[src/rtl/adder_seq_ctrl_if.sv]
// Request, shared-adder and response signals of the byte-serial adder controller.
// The slave modport is the controller; the master modport is its environment.
interface adder_seq_ctrl_if #(
  parameter int NBYTES = 4
);
  logic                  req_valid;
  logic                  req_ready;
  logic [8*NBYTES-1:0]   req_a;
  logic [8*NBYTES-1:0]   req_b;
  logic                  req_cin;
  logic [7:0]            add_a;
  logic [7:0]            add_b;
  logic                  add_cin;
  logic [7:0]            add_sum;
  logic                  add_cout;
  logic                  rsp_valid;
  logic                  rsp_ready;
  logic [8*NBYTES-1:0]   rsp_sum;
  logic                  rsp_cout;
  logic                  busy;

  modport master (
    output req_valid, req_a, req_b, req_cin, add_sum, add_cout, rsp_ready,
    input  req_ready, add_a, add_b, add_cin, rsp_valid, rsp_sum, rsp_cout, busy
  );

  modport slave (
    input  req_valid, req_a, req_b, req_cin, add_sum, add_cout, rsp_ready,
    output req_ready, add_a, add_b, add_cin, rsp_valid, rsp_sum, rsp_cout, busy
  );
endinterface

[src/rtl/adder_seq_ctrl.sv]
// Byte-serial wide adder controller: feeds one operand byte per cycle through a
// shared external 8-bit adder, ripples the carry in carry_reg, returns the wide sum.
module adder_seq_ctrl #(
  parameter int NBYTES = 4
) (
  input  logic            clk,
  input  logic            rst_n,
  adder_seq_ctrl_if.slave bus
);
  localparam int DATA_W = 8 * NBYTES;
  localparam int IDX_W  = (NBYTES > 1) ? $clog2(NBYTES) : 1;

  typedef enum logic [1:0] {IDLE, CALC, DONE} state_t;

  state_t              state;
  state_t              state_nxt;
  logic [DATA_W-1:0]   a_reg;
  logic [DATA_W-1:0]   b_reg;
  logic [DATA_W-1:0]   result_reg;
  logic                carry_reg;
  logic [IDX_W-1:0]    idx;
  logic                req_ready_reg;
  logic                accept;
  logic                last;

  function automatic logic [7:0] byte_sel(input logic [DATA_W-1:0] v,
                                          input logic [IDX_W-1:0]  i);
    logic [DATA_W-1:0] sh;
    sh = v >> {i, 3'b000};
    return sh[7:0];
  endfunction

  assign accept = (state == IDLE) && bus.req_valid && req_ready_reg;
  assign last   = (idx == IDX_W'(NBYTES - 1));

  always_ff @(posedge clk or negedge rst_n) begin
    if (!rst_n) state <= IDLE;
    else        state <= state_nxt;
  end

  always_comb begin
    state_nxt     = state;
    bus.add_a     = 8'h00;
    bus.add_b     = 8'h00;
    bus.add_cin   = 1'b0;
    bus.rsp_valid = 1'b0;
    bus.rsp_sum   = '0;
    bus.rsp_cout  = 1'b0;
    bus.busy      = (state != IDLE);
    bus.req_ready = req_ready_reg;
    case (state)
      IDLE: if (accept) state_nxt = CALC;
      CALC: begin
        bus.add_a   = byte_sel(a_reg, idx);
        bus.add_b   = byte_sel(b_reg, idx);
        bus.add_cin = carry_reg;
        if (last) state_nxt = DONE;
      end
      DONE: begin
        bus.rsp_valid = 1'b1;
        bus.rsp_sum   = result_reg;
        bus.rsp_cout  = carry_reg;
        if (bus.rsp_ready) state_nxt = IDLE;
      end
      default: state_nxt = IDLE;
    endcase
  end

  // req_ready rises on the first clocked IDLE cycle after reset and after each response
  always_ff @(posedge clk or negedge rst_n) begin
    if (!rst_n) begin
      a_reg         <= '0;
      b_reg         <= '0;
      result_reg    <= '0;
      carry_reg     <= 1'b0;
      idx           <= '0;
      req_ready_reg <= 1'b0;
    end else begin
      case (state)
        IDLE: begin
          if (accept) begin
            a_reg         <= bus.req_a;
            b_reg         <= bus.req_b;
            carry_reg     <= bus.req_cin;
            result_reg    <= '0;
            idx           <= '0;
            req_ready_reg <= 1'b0;
          end else begin
            req_ready_reg <= 1'b1;
          end
        end
        CALC: begin
          for (int i = 0; i < NBYTES; i++) begin
            if (idx == IDX_W'(i)) result_reg[i*8 +: 8] <= bus.add_sum;
          end
          carry_reg <= bus.add_cout;
          if (!last) idx <= idx + IDX_W'(1);
        end
        DONE: begin
          if (bus.rsp_ready) req_ready_reg <= 1'b1;
        end
        default: req_ready_reg <= 1'b0;
      endcase
    end
  end
endmodule

[src/flat_wrapper.sv]
// flat-port wrapper written by rule: the top's interface ports become plain ports
module adder_seq_ctrl_flat 
#(
  parameter int NBYTES = 4
)
  (clk, rst_n, bus_req_valid, bus_req_a, bus_req_b, bus_req_cin, bus_add_sum, bus_add_cout, bus_rsp_ready, bus_req_ready, bus_add_a, bus_add_b, bus_add_cin, bus_rsp_valid, bus_rsp_sum, bus_rsp_cout, bus_busy);
  adder_seq_ctrl_if #(.NBYTES(NBYTES)) bus_i ();
  input  logic clk;
  input  logic rst_n;
  input wire logic [$bits(bus_i.req_valid)-1:0] bus_req_valid;
  input wire logic [$bits(bus_i.req_a)-1:0] bus_req_a;
  input wire logic [$bits(bus_i.req_b)-1:0] bus_req_b;
  input wire logic [$bits(bus_i.req_cin)-1:0] bus_req_cin;
  input wire logic [$bits(bus_i.add_sum)-1:0] bus_add_sum;
  input wire logic [$bits(bus_i.add_cout)-1:0] bus_add_cout;
  input wire logic [$bits(bus_i.rsp_ready)-1:0] bus_rsp_ready;
  output wire logic [$bits(bus_i.req_ready)-1:0] bus_req_ready;
  output wire logic [$bits(bus_i.add_a)-1:0] bus_add_a;
  output wire logic [$bits(bus_i.add_b)-1:0] bus_add_b;
  output wire logic [$bits(bus_i.add_cin)-1:0] bus_add_cin;
  output wire logic [$bits(bus_i.rsp_valid)-1:0] bus_rsp_valid;
  output wire logic [$bits(bus_i.rsp_sum)-1:0] bus_rsp_sum;
  output wire logic [$bits(bus_i.rsp_cout)-1:0] bus_rsp_cout;
  output wire logic [$bits(bus_i.busy)-1:0] bus_busy;
  assign bus_i.req_valid = bus_req_valid;
  assign bus_i.req_a = bus_req_a;
  assign bus_i.req_b = bus_req_b;
  assign bus_i.req_cin = bus_req_cin;
  assign bus_i.add_sum = bus_add_sum;
  assign bus_i.add_cout = bus_add_cout;
  assign bus_i.rsp_ready = bus_rsp_ready;
  assign bus_req_ready = bus_i.req_ready;
  assign bus_add_a = bus_i.add_a;
  assign bus_add_b = bus_i.add_b;
  assign bus_add_cin = bus_i.add_cin;
  assign bus_rsp_valid = bus_i.rsp_valid;
  assign bus_rsp_sum = bus_i.rsp_sum;
  assign bus_rsp_cout = bus_i.rsp_cout;
  assign bus_busy = bus_i.busy;
  adder_seq_ctrl #(.NBYTES(NBYTES)) u_core (.clk(clk), .rst_n(rst_n), .bus(bus_i));
endmodule
[config.mk]
export PLATFORM = sky130hd
export DESIGN_NAME = adder_seq_ctrl_flat
export DESIGN_NICKNAME = d
export VERILOG_FILES = /design/src/rtl/adder_seq_ctrl_if.sv /design/src/rtl/adder_seq_ctrl.sv /design/src/flat_wrapper.sv
export SDC_FILE = /design/constraint.sdc
export NUM_CORES = 1
export LEC_CHECK = 0
export CORE_UTILIZATION = 44
export DETAILED_ROUTE_END_ITERATION = 10
export GPL_TIMING_DRIVEN = 0
export PLACE_DENSITY = 0.77
export SLEW_MARGIN = 20
export SYNTH_ARGS = -nofsm -noshare
export SYNTH_HDL_FRONTEND = slang
export SYNTH_SLANG_ARGS = --single-unit
[constraint.sdc]
create_clock -name clk -period 1.75 [get_ports clk]
set_clock_uncertainty 0.15 [all_clocks]
set_input_delay 0.175 -clock clk [delete_from_list [all_inputs] [get_ports clk]]
set_output_delay 0.175 -clock clk [all_outputs]
set_load 0.05 [all_outputs]
---- Yosys cells after proc, flatten, opt, wreduce, memory -nomap -nowiden ----
Cells that the tools add are included.
storage, ports and cells
  register bits after elaboration ......... 102
  bits of input ports ..................... 78
  output and inout bits ................... 53
  logic and storage cells ................. 65
cells by class
  $add $sub $neg .......................... 1
  equal/unequal tests ..................... 12
  shift operators ......................... 2
  muxes and demuxes ....................... 24
  bitwise operators ....................... 1
  reductions and logical operators ........ 15
operator list
  cell                 number
  $mux 32              2
  $pmux 32 s2          1
  $shr 32x5->8         2
  $mux 8               6
  $reduce_and 3->1     6
  $mux 2               5
  $ne 2x1->1 const B   5
  $eq 2x2->1 const B   3
  $mux 1               6
  $pmux 2 s3           1
  $reduce_and 2->1     3
  $eq 2x1->1 const B   2
  $logic_not 2->1      2
  $ne 2x2->1 const B   2
  $pmux 2 s2           1
  $reduce_bool 2->1    2
  $pmux 1 s3           1
  $add 2x1->2 const B  1
  $logic_and 1x1->1    2
  $pmux 1 s2           1
  $not 1->1            1

---- Depth between registers and ports, before layout ----
  depth after elaboration ................. 5
  depth in mapped cells ................... 7
  gate-level depth less buffers ........... 5

---- Worst setup path after synthesis ----
Ideal clock, no wire load.
  path type ............................... reg2out
  start point ............................. reg u_core.state[0]
  end point ............................... out bus_rsp_sum[22]
  arrival time ............................ 1623 ps
  data required time ...................... 1425 ps
  path slack .............................. -198 ps
  cell stages (with the launch flop) ...... 5
  cell sequence ........................... dfrtp_1 -> buf_2 -> nor2b_1 -> buf_2 -> and2_1
on the way
  longest elaborated chain between the ends .. 2
RTL lines
  what                      RTL line              RTL
  start: declaration        adder_seq_ctrl.sv:15  state_t state;
  start signal: assignment  adder_seq_ctrl.sv:38  else state <= state_nxt;
  $eq 2x2->1                adder_seq_ctrl.sv:51  case (state)
  $mux 32                   adder_seq_ctrl.sv:51
  end: declaration          flat_wrapper.sv:22    output wire logic [$bits(bus_i.rsp_sum)-1:0] bus_rsp_sum;
Every way passes these cells.

---- Worst setup path in the final report ----
  start point ............................. reg u_core.idx[0]
  end point ............................... out bus_add_a[6]
on the way
  longest elaborated chain between the ends .. 2
RTL lines
  what                      RTL line              RTL
  start: declaration        adder_seq_ctrl.sv:21  logic [IDX_W-1:0] idx;
  start signal: assignment  adder_seq_ctrl.sv:97  if (!last) idx <= idx + IDX_W'(1);
  $shr 32x5->8              adder_seq_ctrl.sv:29  sh = v >> {i, 3'b000};
  $mux 8                    adder_seq_ctrl.sv:51
  end: declaration          flat_wrapper.sv:18    output wire logic [$bits(bus_i.add_a)-1:0] bus_add_a;
Every way passes these cells.

==> summary.txt <==
Layout
  – Layout area overhead: 64.2%
  – Fill count: 603
  – Antenna Cells: 0
  – Fin cells: 651
  – Design area: a little under 8000 sq um
  – Layout cells sized above 1: 55.9%
  – Final #Nets: around 590

Die
  – Die area: 11,300 sq um
  – Initial Utilization: 46.0%
  – Core Rows: 37
  – Area of the core: 10,400 sq um
  – Num ports: 131
  – DIE WIDTH: 106 microns
  – Die height: 106 microns

Clocking
  – Clock Pin Slew Worst Setup and Hold Paths: 0.09 ns
  – Total CTS buffers: 9
  – Clk Latency, worst-skew pair: 0.36 ns
  – H-tree depth: 3
  – Clk buf depth: 2
  – Clk sink count: 102
  – CTS tree: yes
  – Clock root buffer: clkbuf_8

Synthesis
  – Avg Inst Size Synth: around 15 sq um
  – Cells after Synth: 323
  – Primary FF master, synth: dfrtp_1
  – Syn. warnings: 0
  – Post-synth cell types: 26
  – Syn Nets: 405
  – Seq/Total Area, Yosys: 53.3%
  – Synth Cell Area: around 4800 sq um
  – Synth Register Bits: 102
  – Share of flip-flops with an asynchronous set or reset: 100%
  – Number of synthesized flops with an enable pin: 0

Pwr
  – Sw power: 5300 uW
  – Flop pwr share: 27.9%
  – LEAKAGE: approximately 0.0036 uW
  – Power share of the clock group: between 10% and 20%
  – Pwr per Cell Area: 1910 nW/um^2
  – Max VDD drop: approximately 1.3 mV
  – Switching Share: 35.4%
  – Combinational Power Share: about 60%
  – Internal Power: 9690 uW

Detailed routing
  – Drt total wl: 13.1 mm
  – Vias: about 3,500
  – DRT antenna net count: 0
  – First drt pass iteration count: 4
  – # DRC: 0
  – Wire per inst: approximately 20 microns
  – Vias per cell: about 5.3
  – Iter 0 DRT Violations: 170

Global route
  – Largest net degree at the start of global routing: 65
  – Number of global-route vias before repair: 3,726
  – GRT Util Overall: 23.3%
  – First-pass GRT wire length: ~20 mm
  – Overflow after GRT: 0
  – Initial antenna violation count: 0

Placed design
  – Post-DP HPWL: 7.99 mm
  – Area post-placement: 6340 sq um
  – Place WS: -1.09 ns
  – GPL Wtd Cong: 0.790
  – Dpl cells: 590
  – IO Port Bufs: 130

Critical path
  – Flop2flop setup slack: -0.22 ns
  – Req. time, crit path: 1.42 ns
  – Crit Path Category: flip-flop to output port
  – FF-to-FF path depth: 6
  – Reg-to-Reg Start: u_core.state[1]
  – Crit Path Max Fanout: 5
  – Critical Path Sink Type: output port
  – R2r endpoint: u_core.a_reg[25]
  – CP startpoint kind: flip-flop
  – Worst EP arrival: 1.89 ns

STA
  – Max Slew Vio Count: 0
  – RSZ-0062 raised after global routing: true
  – Fin. Hold Viols: 0
  – Post-route setup slack: -0.462 ns
  – Final Setup Violations: 145
  – Tightest Pin Transition: 0.498 ns
  – Min Tclk post-route: 2.21 ns
  – Tcrit/Tclk final: 126%
  – Slew margin rel.: 67.0%
  – Hold slack final: 0.131 ns
  – Fmax: 452 MHz

Status
  – Failing checks: negative setup slack
  – Status: finished with violations

Min path
  – HP Class: primary input to async pin

Run
  – Max-cap violation count: 0
-- worst max path at each step --
stage                    start                    to  slack [ns]  depth (start not counted)
2_1_floorplan    u_core.idx[0]          bus_add_a[6]       -0.06                          4
3_3_place_gp             rst_n  u_core.bus.req_ready       -3.66                          1
3_5_place_dp   u_core.state[1]          bus_add_a[5]       -1.09                          6
4_1_cts          u_core.idx[0]          bus_add_b[0]       -0.45                          5
5_1_grt          u_core.idx[0]          bus_add_b[5]       -0.51                          5
6_report         u_core.idx[0]          bus_add_a[6]       -0.46                          5
-- kinds of logic (layout without fill, tap and decap cells) --
kind of cell / Yosys count / count (layout) / synth area share [%]
buf+inv: 27 / 218 / 4.36
simple gates: 67 / 68 / 8.70
flops: 102 / 102 / 53.3
compound gates: 41 / 41 / 7.19
fa+ha+maj: 4 / 4 / 1.05
mux: 82 / 82 / 25.4
-- timing repair --
item / in CTS / in global routing
hold buffers: 1 / 0
hold endpoints to repair: 102 / 0
resized for setup: 497 / 96
gates cloned: 8 / 4
pin swaps: 35 / 13
setup buffers: 26 / 21
setup endpoints to repair: 108 / 151
-- critical path: stages, from the launching register on --
cell and delay [ns]:
dfrtp_1 0.44, buf_12 0.15, buf_12 0.13, mux4_2 0.50, and2_4 0.16, buf_8 0.14
-- synthesized netlist by cell type, drive strengths merged (2+ instances only) --
cell type	number	area (sq um)
dfrtp	102	2550
mux2	65	845
and2	54	338
a22o	32	280
mux4	16	360
buf	14	160
clkbuf	8	30.0
nand2	6	22.5
a21o	5	37.5
inv	5	18.8
ha	4	50.1
nor2b	2	15.0
o21ai	2	10.0
-- layout by cell type, fill, tap and decap left out, drive strengths merged --
master / Yosys / routed
mux2i: 1 / 1
o21ai: 2 / 2
or2: 1 / 1
a21o: 5 / 5
nor2: 1 / 1
mux4: 16 / 16
nand2: 6 / 6
dlygate4sd2: 0 / 1
and4bb: 1 / 1
nand3b: 1 / 1
nor2b: 2 / 3
clkdlybuf4s50: 0 / 76
clkinvlp: 0 / 1
buf: 14 / 115
ha: 4 / 4
nor3b: 1 / 1
bufinv: 0 / 2
dfrtp: 102 / 102
a22o: 32 / 32
a221oi: 1 / 1
clkbuf: 8 / 17
and2: 54 / 54
dlygate4sd3: 0 / 1
mux2: 65 / 65
o21bai: 1 / 1
inv: 5 / 5
-- stage by stage --
stage	setup TNS [ns]	utilization [%]	total power, uW
floorplan	-0.480	-	8710
global placement	-388.22	60.6	10300
detailed placement	-54.16	60.9	10500
CTS	-19.93	71.2	14000
global route	-33.85	75.5	15700
finish	-27.14	75.5	15000
-- layout make-up --
cell class	count	area, sq um	share of cell area [%]
Sequential cell	102	2560	32.5
Timing Repair Buffer	184	2270	28.9
Tap cell	136	170	2.16
Inverter	5	23.8	0.302
Clock inverter	3	67.6	0.860
Buffer	14	230	2.93
Clock buffer	12	155	1.97
Multi-Input combinational cell	195	2380	30.3
-- per-layer routing --
layer | wire, microns | global-route usage (%)
met1 | 5500 | 29.1
met2 | 6650 | 39.6
met3 | 763 | 6.56
met4 | 157 | 6.15
met5 | 0 | 0
-- power groups by stage --
stage | logic (uW) | clock network, uW | registers (uW)
after floorplan | 4790 | 0 | 3920
after global placement | 6230 | 0 | 4060
after detailed placement | 6380 | 0 | 4100
after CTS | 8260 | 1670 | 4100
after global routing | 9560 | 1800 | 4290
final | 9150 | 1660 | 4190
(Power assumes the default switching activity.)
